==> config.mk <==
export PLATFORM = sky130hd
export DESIGN_NAME = alu_acc_scheduler
export DESIGN_NICKNAME = d
export VERILOG_FILES = /design/src/rtl/alu_acc_scheduler.sv
export SDC_FILE = /design/constraint.sdc
export NUM_CORES = 1
export LEC_CHECK = 0
export ABC_CLOCK_PERIOD_IN_PS = 5600
export CAP_MARGIN = 20
export CORE_MARGIN = 5
export CORE_UTILIZATION = 33
export CTS_BUF_LIST = sky130_fd_sc_hd__clkbuf_4 sky130_fd_sc_hd__clkbuf_8
export CTS_CLUSTER_DIAMETER = 30
export DETAILED_ROUTE_END_ITERATION = 12
export SYNTH_ARGS = -nofsm -noshare
export SYNTH_HDL_FRONTEND = slang
export SYNTH_SLANG_ARGS = --single-unit
==> constraint.sdc <==
create_clock -name clk -period 5.6 [get_ports clk]
set_input_delay 1.12 -clock clk [delete_from_list [all_inputs] [get_ports clk]]
set_output_delay 1.12 -clock clk [all_outputs]
set_load 0.005 [all_outputs]
==> src/rtl/alu_acc_scheduler.sv <==
// Two-requester accumulate scheduler.
// A single shared three-input adder (acc + x + y + cin) is time-shared between
// two packet sources. A round-robin pointer picks the winner. The grant is held
// until the winner's last beat. The packet total is then presented on a
// registered result port until the consumer takes it.
module alu_acc_scheduler #(
  parameter int WIDTH = 48,
  parameter int CNT_W = 8
) (
  input  logic             clk,
  input  logic             reset,
  input  logic             req0_valid,
  output logic             req0_ready,
  input  logic [WIDTH-1:0] req0_x,
  input  logic [WIDTH-1:0] req0_y,
  input  logic             req0_cin,
  input  logic             req0_last,
  input  logic             req1_valid,
  output logic             req1_ready,
  input  logic [WIDTH-1:0] req1_x,
  input  logic [WIDTH-1:0] req1_y,
  input  logic             req1_cin,
  input  logic             req1_last,
  output logic             res_valid,
  input  logic             res_ready,
  output logic [WIDTH-1:0] res_data,
  output logic             res_cout,
  output logic             res_id,
  output logic [CNT_W-1:0] res_beats
);

  typedef enum logic [1:0] {IDLE, ACC, DRAIN} state_t;

  state_t           state_reg;
  logic             ptr_reg;
  logic             grant_reg;
  logic [WIDTH-1:0] acc_reg;
  logic [CNT_W-1:0] cnt_reg;

  logic [WIDTH-1:0] sel_x;
  logic [WIDTH-1:0] sel_y;
  logic             sel_cin;
  logic             sel_valid;
  logic             sel_last;
  logic             accept;
  logic [WIDTH:0]   sum_full;
  logic [CNT_W-1:0] cnt_next;

  // Ready depends only on state and grant, never on the requester's valid.
  assign req0_ready = (state_reg == ACC) && !grant_reg;
  assign req1_ready = (state_reg == ACC) &&  grant_reg;

  // Operand mux in front of the shared adder, steered by the locked grant.
  assign sel_x     = grant_reg ? req1_x     : req0_x;
  assign sel_y     = grant_reg ? req1_y     : req0_y;
  assign sel_cin   = grant_reg ? req1_cin   : req0_cin;
  assign sel_valid = grant_reg ? req1_valid : req0_valid;
  assign sel_last  = grant_reg ? req1_last  : req0_last;
  assign accept    = (state_reg == ACC) && sel_valid;

  // A WIDTH+1 bit sum keeps the carry at bit WIDTH.
  // The second carry bit (WIDTH+1) is dropped by the truncation.
  assign sum_full = {1'b0, acc_reg} + {1'b0, sel_x} + {1'b0, sel_y}
                  + (WIDTH+1)'(sel_cin);

  // The beat count saturates instead of wrapping on long packets.
  assign cnt_next = (cnt_reg == {CNT_W{1'b1}}) ? cnt_reg : cnt_reg + CNT_W'(1);

  // Scheduler FSM with registered result outputs.
  // res_cout doubles as the running carry register. It is cleared on grant and
  // updated on every accepted beat. It is only meaningful while res_valid is 1.
  always_ff @(posedge clk) begin
    if (reset) begin
      state_reg <= IDLE;
      ptr_reg   <= 1'b0;
      grant_reg <= 1'b0;
      acc_reg   <= '0;
      cnt_reg   <= '0;
      res_valid <= 1'b0;
      res_data  <= '0;
      res_cout  <= 1'b0;
      res_id    <= 1'b0;
      res_beats <= '0;
    end else begin
      case (state_reg)
        IDLE: begin
          if (req0_valid || req1_valid) begin
            grant_reg <= (req0_valid && req1_valid) ? ptr_reg : req1_valid;
            acc_reg   <= '0;
            cnt_reg   <= '0;
            res_cout  <= 1'b0;
            state_reg <= ACC;
          end
        end
        ACC: begin
          if (accept) begin
            acc_reg  <= sum_full[WIDTH-1:0];
            res_cout <= sum_full[WIDTH];
            cnt_reg  <= cnt_next;
            if (sel_last) begin
              state_reg <= DRAIN;
              res_valid <= 1'b1;
              res_data  <= sum_full[WIDTH-1:0];
              res_id    <= grant_reg;
              res_beats <= cnt_next;
            end
          end
        end
        DRAIN: begin
          if (res_ready) begin
            state_reg <= IDLE;
            res_valid <= 1'b0;
            ptr_reg   <= ~grant_reg;
          end
        end
        default: state_reg <= IDLE;
      endcase
    end
  end

endmodule

==> results_dict.tcl <==
set metrics [dict create \
    setup_ws_ns 0.756 \
    drive_above_1_share_pct 12.2 \
    synth_area_leaders "dfxtp_1 (26%), mux2_2 (12%), fa_1 (11%), a21oi_1 (6.9%), ha_1 (6.7%)" \
    synth.most_common_cell "nand2_1" \
    hp-class "flop to flop" \
    hold_viol_final 0 \
    tightest_slew_ns 0.939 \
    gr-usage-all-layers_pct 18.4 \
    numPortBuffers 261 \
    drtPass1Iterations 4 \
    synthCells 1069 \
    min_path_cells 2 \
    synth_nets 1368 \
    max-cap-violations 0 \
    dp_cells 1654 \
    synthDistinctLibCells 60 \
    cts_num_sinks 119 \
    synth_common_cells "nand2_1 (161), a21oi_1 (127), dfxtp_1 (119)" \
    grt_overflow 0 \
    pre_cts_ws_ns 0.341 \
    drtIter0Drc 409 \
    end_kind "flop" \
    grt_pass1_vias 8921 \
    place_area_mm2 0.0121 \
    wl_um 29400 \
    grt_pass1_wl_um 46500 \
    finalInstanceArea_mm2 0.0126 \
    yosysTopAreaCell "dfxtp_1" \
    dieHeight_um 177 \
    fin_cells 1686 \
    ys_warn_count 0 \
    gp_congestion 0.883 \
    synth_top_area_share_pct 26.0 \
    areaGrowthSynthToFinish_pct 36.8 \
    critPathRequiredTime_ns 5.94 \
    grt_antenna_before_repair 0 \
    die-area_mm2 0.0313 \
    timing.final.crit_share_pct 86.5 \
    hpwl_um 22800 \
    path_clk_slew_ns 0.08 \
    ant_nets 0 \
    rsz0062_at_grt "false" \
    critPathKind "primary input to flop" \
    core_area_mm2 0.0276 \
    r2r_cells 14 \
    htree_levels 4 \
    power_density_mw_per_mm2 302 \
    initial_utilization_pct 33.2 \
    status "complete, no violations" \
    numCtsBuffers 17 \
    routedWlPerCell_um 17.4 \
    synth-seq-cells 119 \
    synth_area_mm2 0.00918 \
    yosysSeqAreaShare_pct 26.0 \
    fin_nets 1594 \
    finalCriticalPeriod_ns 4.84 \
    slew_headroom_pct 37.2 \
    setup_violations 0 \
    async_flop_share_pct 0 \
    clk_path_buf_depth 2 \
    synth_edf_count 0 \
    clock.fmax_mhz 206 \
    cp_max_fo 5 \
    p_leak_nw 4.82 \
    slew_violations 0 \
    worst_ep_arrival_time_ns 5.19 \
    tns_ns 0 \
    grt_max_degree 53 \
    synthFlopType "dfxtp_1" \
    cts-root-buf "clkbuf_8" \
    ir_worst_vdd_mv 0.141 \
    cts_tree "yes" \
    fp-row-count 61 \
    insertion_delay_ns 0.45 \
    num_vias 8618 \
    clock_skew_ns 0.0121 \
    diodes 0 \
    cp-start-kind "primary input" \
    routed_via_density 5.11 \
    synth.avg_cell_area_um2 8.59 \
    cts_hold_buf 0 \
    post-cts-setup-buffers 0 \
    drc_errors 0 \
    p_total_w 0.00380 \
    ios 262 \
    cts-resized-gates 0 \
    dieWidth_um 177 \
]
-- where the power goes --
| group | switching, W | total, W | internal [W] |
|---|---|---|---|
| logic | 0.00109 | 0.00196 | 0.000871 |
| clock network | 0.000394 | 0.000849 | 0.000455 |
| registers | 0.0000621 | 0.000990 | 0.000928 |
| total | 0.00154 | 0.00380 | 0.00225 |
-- path summary, 6_finish.rpt --
| path | from | to | slack (ns) |
|---|---|---|---|
| min | res_data[6]$_SDFFE_PP0P_ | res_data[6]$_SDFFE_PP0P_ | 0.46 |
| min reg2reg | res_data[6]$_SDFFE_PP0P_ | res_data[6]$_SDFFE_PP0P_ | 0.46 |
| max | req0_x[0] | acc_reg[32]$_SDFFE_PP0P_ | 0.76 |
| max reg2reg | grant_reg$_SDFFE_PP0P_ | res_data[42]$_SDFFE_PP0P_ | 1.05 |
-- critical path: stages --
cell	delay (ns)
clkdlybuf4s50_1	0.40
mux2_2	0.28
fa_1	0.46
ha_1	0.23
fa_1	0.42
a21oi_1	0.20
o22ai_1	0.17
o311a_1	0.36
nand2b_1	0.23
a21oi_1	0.46
o21bai_1	0.14
a21oi_1	0.23
o21ai_1	0.10
xor2_1	0.16
a22o_1	0.21
-- cell usage in the layout (no fill, tap or decap), types with 18 or more instances in the layout --
master	n
nand2_1	161
nand3_1	47
xnor2_1	27
a21o_1	28
o21ai_0	31
clkbuf_8	21
mux2_2	97
xor2_1	21
dfxtp_1	118
fa_1	49
clkdlybuf4s50_1	260
a21oi_1	127
a22o_1	18
nor2_1	60
ha_1	49
-- layer usage --
layer  GRT usage (%)  part of all wire (%)  routed length (um)  vias to the layer above
met1            23.6                    45               13200                     4062
met3            4.55                   6.6                1940                       29
met2            31.5                    47               13900                      254
li1                -                     -                   -                     4273
met4            3.93                   1.2                 344                        0
met5               0                     0                   0                        -
-- stage by stage --
stage / hold WS (ns) / util (%)
final: 0.457 / 45.5
after global placement: 0.443 / 43.9
after detailed placement: 0.447 / 43.9
after global routing: 0.478 / 45.5
after CTS: 0.457 / 45.5
after floorplan: 0.448 / -
-- cell type report --
class	instances	area, um^2
Fill cell	2788	15100
Sequential cell	119	2390
Timing Repair Buffer	272	2720
Clock inverter	9	115
Clock buffer	23	304
Inverter	9	33.8
Multi-Input combinational cell	876	6530
Tap cell	378	473
-- cell families after synthesis --
family,count (synthesis),synth area share [%]
flops,119,26.0
mux,106,12.9
xor+xnor,48,4.58
buf+inv,74,3.18
fa+ha+maj,98,17.4
simple gates,339,16.6
compound gates,285,19.5
(Power assumes the default switching activity.)
